<file path="src/rtl/ccip_tracker_pkg.sv">
// Shared types and default sizing for the CCI-P C0 read tag tracker.
// Optional latency statistics are enabled with CCIP_TRACKER_LAT_STATS_EN.
package ccip_tracker_pkg;

  localparam int TRK_TAG_W   = 6;
  localparam int TRK_CNT_W   = 16;
  localparam int TRK_TIMEOUT = 4096;
  localparam int DEPTH       = 2 ** TRK_TAG_W;

  typedef logic [TRK_TAG_W-1:0] tag_t;
  typedef logic [TRK_CNT_W-1:0] age_t;

  typedef struct packed {
    logic valid;
    age_t age;
  } trk_entry_t;

  typedef enum logic [1:0] {
    ERR_NONE,
    ERR_DUP,
    ERR_ORPHAN,
    ERR_TIMEOUT
  } err_code_e;

endpackage

</file>
<file path="src/rtl/ccip_tracker_entry.sv">
// One tracker slot: valid flag plus saturating age, flagged expired once age reaches TIMEOUT.
module ccip_tracker_entry
  import ccip_tracker_pkg::*;
#(
  parameter int CNT_W   = TRK_CNT_W,
  parameter int TIMEOUT = TRK_TIMEOUT
) (
  input  logic             clk,
  input  logic             rst_n,
  input  logic             alloc,
  input  logic             retire,
  input  logic             tmo_clr,
  output logic             valid,
  output logic [CNT_W-1:0] age,
  output logic             expired
);

  localparam logic [CNT_W-1:0] AGE_MAX = '1;
  localparam logic [CNT_W-1:0] TMO_AGE = CNT_W'(TIMEOUT);

  logic             r_valid;
  logic [CNT_W-1:0] r_age;

  // Allocate wins over retire so a same-cycle retire+allocate re-arms the slot at age 0.
  always_ff @(posedge clk or negedge rst_n) begin
    if (!rst_n) begin
      r_valid <= 1'b0;
      r_age   <= '0;
    end else if (alloc) begin
      r_valid <= 1'b1;
      r_age   <= '0;
    end else if (retire || tmo_clr) begin
      r_valid <= 1'b0;
      r_age   <= '0;
    end else if (r_valid && (r_age != AGE_MAX)) begin
      r_age <= r_age + 1'b1;
    end
  end

  assign valid   = r_valid;
  assign age     = r_age;
  assign expired = r_valid && (r_age >= TMO_AGE);

endmodule

</file>
<file path="src/rtl/ccip_rd_tag_tracker.sv">
// Tracks outstanding C0 read tags, pulsing dup/orphan/timeout errors one cycle after the cause.
// Define CCIP_TRACKER_LAT_STATS_EN to add min/max request-to-response latency outputs.
module ccip_rd_tag_tracker
  import ccip_tracker_pkg::*;
#(
  parameter int TAG_W   = TRK_TAG_W,
  parameter int CNT_W   = TRK_CNT_W,
  parameter int TIMEOUT = TRK_TIMEOUT
) (
  input  logic             clk,
  input  logic             rst_n,
  input  logic             req_valid,
  input  logic [TAG_W-1:0] req_tag,
  input  logic             rsp_valid,
  input  logic [TAG_W-1:0] rsp_tag,
  output logic             err_dup_tag,
  output logic             err_orphan_rsp,
  output logic             err_timeout,
  output logic [TAG_W-1:0] err_tag,
  output logic             err_sticky,
  output logic [TAG_W:0]   outstanding_cnt,
`ifdef CCIP_TRACKER_LAT_STATS_EN
  output logic [CNT_W-1:0] lat_min,
  output logic [CNT_W-1:0] lat_max,
  output logic             lat_valid,
`endif
  output logic             idle
);

  localparam int N_ENT = 1 << TAG_W;
  localparam int OCC_W = TAG_W + 1;

  logic [N_ENT-1:0]            w_valid;
  logic [N_ENT-1:0]            w_expired;
  logic [N_ENT-1:0]            w_alloc;
  logic [N_ENT-1:0]            w_retire;
  logic [N_ENT-1:0]            w_tmo_clr;
  logic [N_ENT-1:0][CNT_W-1:0] w_age;

  logic             w_same_tag;
  logic             w_dup;
  logic             w_orphan;
  logic             w_do_alloc;
  logic             w_do_retire;
  logic             w_tmo;
  err_code_e        w_err_code;
  logic [TAG_W-1:0] w_err_tag;
  logic [OCC_W-1:0] w_cnt_next;

  logic [TAG_W-1:0] r_scan_ptr;
  logic             r_err_dup;
  logic             r_err_orphan;
  logic             r_err_timeout;
  logic [TAG_W-1:0] r_err_tag;
  logic             r_err_sticky;
  logic [OCC_W-1:0] r_cnt;
  logic             r_idle;

  // A response on the requested tag retires it first, so the request is not a duplicate.
  assign w_same_tag  = req_valid && rsp_valid && (req_tag == rsp_tag);
  assign w_do_retire = rsp_valid && w_valid[rsp_tag];
  assign w_orphan    = rsp_valid && !w_valid[rsp_tag];
  assign w_dup       = req_valid && w_valid[req_tag] && !w_same_tag;
  assign w_do_alloc  = req_valid && !w_dup;
  assign w_tmo       = w_expired[r_scan_ptr]
                       && !(req_valid && (req_tag == r_scan_ptr))
                       && !(rsp_valid && (rsp_tag == r_scan_ptr));

  generate
    for (genvar gi = 0; gi < N_ENT; gi++) begin : g_ent
      assign w_alloc[gi]   = w_do_alloc  && (req_tag == TAG_W'(gi));
      assign w_retire[gi]  = w_do_retire && (rsp_tag == TAG_W'(gi));
      assign w_tmo_clr[gi] = w_tmo       && (r_scan_ptr == TAG_W'(gi));

      ccip_tracker_entry #(
        .CNT_W   (CNT_W),
        .TIMEOUT (TIMEOUT)
      ) u_entry (
        .clk     (clk),
        .rst_n   (rst_n),
        .alloc   (w_alloc[gi]),
        .retire  (w_retire[gi]),
        .tmo_clr (w_tmo_clr[gi]),
        .valid   (w_valid[gi]),
        .age     (w_age[gi]),
        .expired (w_expired[gi])
      );
    end
  endgenerate

  always_comb begin
    w_err_code = ERR_NONE;
    if (w_dup) begin
      w_err_code = ERR_DUP;
    end else if (w_orphan) begin
      w_err_code = ERR_ORPHAN;
    end else if (w_tmo) begin
      w_err_code = ERR_TIMEOUT;
    end
  end

  always_comb begin
    w_err_tag = '0;
    case (w_err_code)
      ERR_DUP:     w_err_tag = req_tag;
      ERR_ORPHAN:  w_err_tag = rsp_tag;
      ERR_TIMEOUT: w_err_tag = r_scan_ptr;
      default:     w_err_tag = '0;
    endcase
  end

  // At most one allocate, one retire and one timeout clear per cycle: net change in [-2, +1].
  assign w_cnt_next = r_cnt + OCC_W'(w_do_alloc) - OCC_W'(w_do_retire) - OCC_W'(w_tmo);

  always_ff @(posedge clk or negedge rst_n) begin
    if (!rst_n) begin
      r_scan_ptr    <= '0;
      r_err_dup     <= 1'b0;
      r_err_orphan  <= 1'b0;
      r_err_timeout <= 1'b0;
      r_err_tag     <= '0;
      r_err_sticky  <= 1'b0;
      r_cnt         <= '0;
      r_idle        <= 1'b1;
    end else begin
      r_scan_ptr    <= r_scan_ptr + 1'b1;
      r_err_dup     <= w_dup;
      r_err_orphan  <= w_orphan;
      r_err_timeout <= w_tmo;
      r_err_tag     <= w_err_tag;
      r_err_sticky  <= r_err_sticky | w_dup | w_orphan | w_tmo;
      r_cnt         <= w_cnt_next;
      r_idle        <= (w_cnt_next == '0);
    end
  end

  assign err_dup_tag     = r_err_dup;
  assign err_orphan_rsp  = r_err_orphan;
  assign err_timeout     = r_err_timeout;
  assign err_tag         = r_err_tag;
  assign err_sticky      = r_err_sticky;
  assign outstanding_cnt = r_cnt;
  assign idle            = r_idle;

`ifdef CCIP_TRACKER_LAT_STATS_EN
  logic [CNT_W-1:0] w_lat_sample;
  logic [CNT_W-1:0] r_lat_min;
  logic [CNT_W-1:0] r_lat_max;
  logic             r_lat_valid;

  assign w_lat_sample = (w_age[rsp_tag] == '1) ? '1 : (w_age[rsp_tag] + 1'b1);

  always_ff @(posedge clk or negedge rst_n) begin
    if (!rst_n) begin
      r_lat_min   <= '1;
      r_lat_max   <= '0;
      r_lat_valid <= 1'b0;
    end else if (w_do_retire) begin
      r_lat_valid <= 1'b1;
      if (w_lat_sample < r_lat_min) begin
        r_lat_min <= w_lat_sample;
      end
      if (w_lat_sample > r_lat_max) begin
        r_lat_max <= w_lat_sample;
      end
    end
  end

  assign lat_min   = r_lat_min;
  assign lat_max   = r_lat_max;
  assign lat_valid = r_lat_valid;
`else
  logic w_unused_age;
  assign w_unused_age = ^w_age;
`endif

endmodule

</file>
<file path="config.mk">
export PLATFORM = sky130hd
export DESIGN_NAME = ccip_rd_tag_tracker
export DESIGN_NICKNAME = d
export VERILOG_FILES = /design/src/rtl/ccip_tracker_pkg.sv /design/src/rtl/ccip_tracker_entry.sv /design/src/rtl/ccip_rd_tag_tracker.sv
export SDC_FILE = /design/constraint.sdc
export NUM_CORES = 2
export LEC_CHECK = 0
export BUFFER_PORTS_ARGS = -buffer_cell sky130_fd_sc_hd__clkbuf_2
export CAP_MARGIN = 20
export CORE_MARGIN = 2
export CORE_UTILIZATION = 60
export CTS_CLUSTER_SIZE = 20
export DETAILED_ROUTE_END_ITERATION = 12
export GPL_TIMING_DRIVEN = 0
export PLACE_DENSITY = 0.77
export SLEW_MARGIN = 20
export SYNTH_ARGS = -nofsm -noshare
export SYNTH_HDL_FRONTEND = slang
export SYNTH_SLANG_ARGS = --single-unit
</file>
<file path="constraint.sdc">
create_clock -name clk -period 13.17 [get_ports clk]
set_input_delay 0.6585 -clock clk [delete_from_list [all_inputs] [get_ports clk]]
set_output_delay 0.6585 -clock clk [all_outputs]
set_load 0.01 [all_outputs]
</file>
# After elaboration in Yosys (flattened, before gate mapping)
# Cells that the tools add are included.
# word_totals
ff_bits,1112
inputBits,16
out_inout_bits,18
# classes
addsub,68
magnitude_cmp,67
eq_ne,259
n_mux,330
bitwise_logic,3
reduce_logical,532
# op_table
operator,n
$mux W16,192
$add A16 B1 Y16 const B,64
$ge A16 B13 Y1 const B,64
$ne A16 B16 Y1 const B,64
$eq A6 B6 Y1 const B,96
$logic_and A1 B1 Y1,331
$eq A6 B5 Y1 const B,48
$reduce_bool A3 Y1,64
$eq A6 B4 Y1 const B,24
$mux W1,131
$reduce_bool A2 Y1,64
$eq A6 B3 Y1 const B,12
$logic_or A1 B1 Y1,64
$eq A6 B2 Y1 const B,6
$lt A6 B7 Y1 const B,3
$bmux W1 S6,3
$eq A6 B1 Y1 const B,3
$eq A6 B6 Y1,3
$logic_not A6 Y1,3
$pmux W6 S3,1
$sub A7 B1 Y7,2
$add A7 B1 Y7,1
$logic_not A7 Y1,1
$add A6 B1 Y6 const B,1
other kinds (5),14

# Depth between registers and ports, before layout
# logic_depth
depth_word,11
mapped_depth,23
depth_no_buf,16

# Modules after synthesis
# A second synthesis with hierarchy kept.
# hier_totals
hier_cells,7012
area_unflattened_um2,66742.8
# modules_own_cells
module,instances,cells_each,area_each_um2
ccip_tracker_entry,64,100,973.4
ccip_rd_tag_tracker,1,612,4443.0

# Least setup slack after synthesis
# OpenSTA, ideal clock, no wires.
# synth_timing
path_type,input-to-reg
start,input port rsp_tag[1]
end,"register r_idle, in the netlist idle"
setup_time_ns,0.097
t_arrival_ns,4.259
setup_slack_ns,8.814
path_stages,14
n_path_buf,4
cell_sequence,buf_4 buf_6 a2111oi_0 o31ai_1 buf_4 clkbuf_1 o311ai_0 fa_1 ha_1 ha_1 fa_1 xor2_1 or4_1 nor4_1
# synth_via
elab_chain_cells,10
word_cells_on_any_way,17
classes_between,add/sub: 3; eq/ne: 2; mux: 2; reduce/logical: 10
# synth_lines
item,line_no,source
start: declaration,ccip_rd_tag_tracker.sv:15,"input logic [TAG_W-1:0] rsp_tag,"
$eq A6 B6 Y1,ccip_rd_tag_tracker.sv:60,assign w_same_tag = req_valid && rsp_valid && (req_tag == rsp_tag);
$logic_and A1 B1 Y1,ccip_rd_tag_tracker.sv:60,
$logic_not A1 Y1,ccip_rd_tag_tracker.sv:63,assign w_dup = req_valid && w_valid[req_tag] && !w_same_tag;
$logic_and A1 B1 Y1,ccip_rd_tag_tracker.sv:63,
$logic_not A1 Y1,ccip_rd_tag_tracker.sv:64,assign w_do_alloc = req_valid && !w_dup;
$logic_and A1 B1 Y1,ccip_rd_tag_tracker.sv:64,
$add A7 B1 Y7,ccip_rd_tag_tracker.sv:113,assign w_cnt_next = r_cnt + OCC_W'(w_do_alloc) - OCC_W'(w_do_retire) - OCC_W'(w_tmo);
$sub A7 B1 Y7,ccip_rd_tag_tracker.sv:113,
$sub A7 B1 Y7 *,ccip_rd_tag_tracker.sv:113,
net w_cnt_next[3],ccip_rd_tag_tracker.sv:48,logic [OCC_W-1:0] w_cnt_next;
$logic_not A7 Y1 *,ccip_rd_tag_tracker.sv:133,r_idle <= (w_cnt_next == '0);
end signal: assignment,ccip_rd_tag_tracker.sv:133,
end: declaration,ccip_rd_tag_tracker.sv:57,logic r_idle;
# Mark *: on every way through the listed nets, which the timed path passes. The rest lies on a longest branch. The select of a mux whose other input is x is not followed.
# A chain may end at the register's enable or synchronous reset.

# Worst setup path in the final report
# layout_timing
start,register g_ent[5].u_entry.r_age[15]
end,"register r_idle, in the netlist idle"
# layout_via
elab_chain_cells,8
# layout_lines
item,line_no,source
start: declaration,ccip_tracker_entry.sv:22,logic [CNT_W-1:0] r_age;
start signal: assignment,ccip_tracker_entry.sv:36,r_age <= r_age + 1'b1;
$ge A16 B13 Y1,ccip_tracker_entry.sv:42,assign expired = r_valid && (r_age >= TMO_AGE);
$logic_and A1 B1 Y1,ccip_tracker_entry.sv:42,
$bmux W1 S6,ccip_rd_tag_tracker.sv:65,assign w_tmo = w_expired[r_scan_ptr]
$mux W1 (implied by the code),ccip_rd_tag_tracker.sv:65,
$logic_and A1 B1 Y1,ccip_rd_tag_tracker.sv:66,&& !(req_valid && (req_tag == r_scan_ptr))
$logic_and A1 B1 Y1,ccip_rd_tag_tracker.sv:67,&& !(rsp_valid && (rsp_tag == r_scan_ptr));
$sub A7 B1 Y7,ccip_rd_tag_tracker.sv:113,
net w_cnt_next[3],ccip_rd_tag_tracker.sv:48,
$logic_not A7 Y1,ccip_rd_tag_tracker.sv:133,
# The timed path passes the listed nets, and every way through them passes these cells. The select of a mux whose other input is x is not followed.

==> metrics.txt <==
maximum clock frequency 0.161 GHz; asr flop ratio synth 100%; CTS Buffer Depth 3; Crit Path Category flip-flop to flip-flop; Clock Tree Root clkbuf_16; largest net degree at the start of global routing 95; setup TNS 0 ns; fin. max-slew vios 0; Final Wtd Congestion 1.03; status complete, no violations; WP data required about 14 ns; Clock Latency Late Sink roughly 0.72 ns; Worst Tran Pin Value about 1.2 ns; initial core utilization ~60%; Antenna Nets Post-Route 0; Hold Crit Class input pin to async pin; 1st-pass router iterations 6; Finished Layout Cells roughly 8000; H-tree Lvls 3; RSZ-0062 raised after global routing no; slew margin rel. between 10% and 20%; I/O Buffers 30; Die Ht about 320 um; global-route wire length before repair between 200000 and 300000 um; WL/cell between 15 and 20 um; top_reg_cell synth dfrtp_1; CP Launch Type flip-flop; worst-path fanout max 10; CTS tree done; total track usage 30.2%; postcts setup bufs 0; setup ws final just under 7 ns; drt initial violations between 4000 and 5000; total gr overflow 0; DR vias between 40000 and 50000; total wire length 156000 um; I/O Pins 34; Clock Skew a little under 0.03 ns; PD cells between 150 and 200 mW/mm^2; clock sinks roughly 1100; Die W approximately 320 um; Die Area 0.104 mm^2; min cycle time layout 6.22 ns; HPWL after DPL 110000 um; worst slack at placement around 7.1 ns; R2R depth 16; Yosys reg bits 1112; synth warn 0; worst vdd ir between 0.0001 and 0.00015 V; initial antenna violation count 9; vias in the first global route roughly 48000; max incr delay on CP roughly 0.87 ns; Synth Cell Area 0.0609 mm^2; Cells after Synth roughly 6500; fin crit share between 40% and 50%; dpl cells about 7900; clk slew on worst S/H paths roughly 0.060 ns; number of synthesized flops with an enable pin 0; share of layout cells above drive strength 1 under 10%; core area around 0.10 mm^2; distinct cell type count after synthesis 83; fin nets between 6000 and 7000; Avg Cell Area, Syn 9.39 um^2; highest-delay cell along the critical path nor4_1; Seq/Total Area, Yosys a little under half; routed vias/inst 5.97; CP Cell Sequence nor4_1 > o32ai_1 > a22oi_1 > a41oi_1 > o41ai_2 > buf_6 > buf_6 > buf_4 > buf_2 > fa_1 > ha_1 > ha_1 > fa_1 > xor2_1 > or4_1 > nor4_1; final setup fails 0; CTS Buf Count between 100 and 150; Synth-to-Final Area Change 10.5%; Max Cap Viol 0; LEAKAGE ~27 nW; detailed-route DRC error count 0; Rows between 100 and 150; Hold Slack 0.487 ns; endpoints failing hold 0; Worst Path Arrival about 6.8 ns; Synth Net Count approximately 6600; crit path capture type flip-flop
==> cells by family after synthesis <==
kind of cell             share of synthesized area (%)
buffers and inverters                             3.90
AO/OA/AOI/OAI                                     5.58
multiplexers                                      1.82
adder cells (fa/ha/maj)                           2.92
flip-flops                                        45.7
XOR/XNOR                                          13.9
AND/OR/NAND/NOR                                   26.2
==> stage by stage <==
step,instance area (um^2),power (mW),utilization (%)
finish,67300,13.2,67.1
floorplan,60900,8.67,-
global placement,62700,9.45,62.5
detailed placement,63200,9.71,63.0
CTS,67200,13.3,67.0
global route,67300,14.1,67.1
==> Yosys cell counts (15+ instances only) <==
cell type | instances | area, um^2
or3_1 | 21 | 131
buf_2 | 69 | 345
o32ai_1 | 36 | 315
and3_1 | 116 | 726
o311ai_0 | 26 | 228
o2111ai_1 | 25 | 219
nand2b_1 | 35 | 219
and2_1 | 41 | 257
a21oi_1 | 63 | 315
dfrtp_1 | 1111 | 27800
and4_1 | 87 | 762
o21ai_1 | 15 | 75.1
buf_4 | 33 | 248
a22oi_1 | 23 | 173
nand4_1 | 255 | 1600
a31oi_1 | 18 | 113
nand2_1 | 578 | 2170
o22ai_1 | 17 | 106
ha_1 | 139 | 1740
nor4_1 | 116 | 726
nor3_1 | 599 | 3000
nor3b_1 | 37 | 278
nand3_1 | 351 | 1760
xnor2_1 | 510 | 4470
o21ai_0 | 32 | 160
o31ai_1 | 41 | 308
nor2b_1 | 35 | 219
nor3_2 | 44 | 440
clkbuf_1 | 87 | 327
mux2i_1 | 61 | 611
nor2_1 | 853 | 3200
mux4_2 | 20 | 450
xor2_1 | 455 | 3990
inv_1 | 325 | 1220
o311ai_2 | 30 | 488
==> routing by layer <==
| layer | up-vias | share of wire (%) | track usage [%] |
|---|---|---|---|
| met4 | 8 | 4.5 | 12.3 |
| met3 | 428 | 7.5 | 6.99 |
| met5 | - | 0.033 | 0 |
| li1 | 22733 | - | - |
| met1 | 23764 | 42 | 39.7 |
| met2 | 1492 | 46 | 48.6 |
==> what timing repair did <==
item,CTS,global route
hold endpoints to repair,58,0
resized for setup,0,0
setup endpoints to repair,0,0
hold buffers,1,0
==> layout by cell type (no fill, tap or decap), types with 37 or more instances in the layout <==
cell type	netlist	layout
mux2i_1	61	61
nor3b_1	37	37
nand3_1	351	351
and2_1	41	41
xnor2_1	510	510
clkbuf_1	87	108
nand2_1	578	578
nor3_1	599	595
buf_2	69	69
nor2_1	853	853
ha_1	139	139
dfrtp_1	1111	1111
xor2_1	455	455
and4_1	87	87
clkbuf_16	0	117
nand4_1	255	255
and3_1	116	116
a21oi_1	63	63
nor3_2	44	48
inv_1	325	325
nor4_1	116	115
==> worst paths after layout <==
path | from | end | slack (ns)
max in group asynchronous | rst_n | g_ent[40].u_entry.age[14] | 9.61
min in group clk | err_sticky | err_sticky | 0.50
setup reg to reg | g_ent[5].u_entry.age[15] | idle | 6.95
setup / recovery | g_ent[5].u_entry.age[15] | idle | 6.95
hold / removal | rst_n | g_ent[16].u_entry.age[9] | 0.49
hold reg to reg | err_sticky | err_sticky | 0.50
==> layout make-up <==
| class | count | area [um^2] |
|---|---|---|
| fillers | 7668 | 33000 |
| multi-input cells | 4823 | 30800 |
| flip-flops and latches | 1112 | 27800 |
| clock buffers | 161 | 3320 |
| well taps | 1357 | 1700 |
| inverters | 331 | 1240 |
| plain buffers | 217 | 1130 |
| clock inverters | 55 | 734 |
| repair buffers | 46 | 562 |
| diodes | 4 | 10.0 |
==> where the power goes <==
group / total [mW] / switching, mW / internal, mW / leakage (nW)
clock network: 3.47 / 1.40 / 2.07 / 1.99
logic: 3.48 / 1.87 / 1.61 / 12.3
registers: 6.29 / 1.51 / 4.79 / 13.1
total: 13.2 / 4.77 / 8.47 / 27.4
==> sequential cells by signal (all words and copies together) (netlist names), 6 cells and up <==
signal / cells
g_ent.u_entry.age: 1024
g_ent.u_entry.valid: 64
r_scan_ptr: 6
outstanding_cnt: 7
err_tag: 6
==> critical path: cells and delay by family, from the launching register on <==
family,cells,cell delay [ns]
compound gates,4,1.52
buf+inv,4,1.11
fa+ha+maj,4,1.30
flops,1,0.41
simple gates,3,1.61
xor+xnor,1,0.17
No activity file was read; power rests on OpenSTA's default activity.
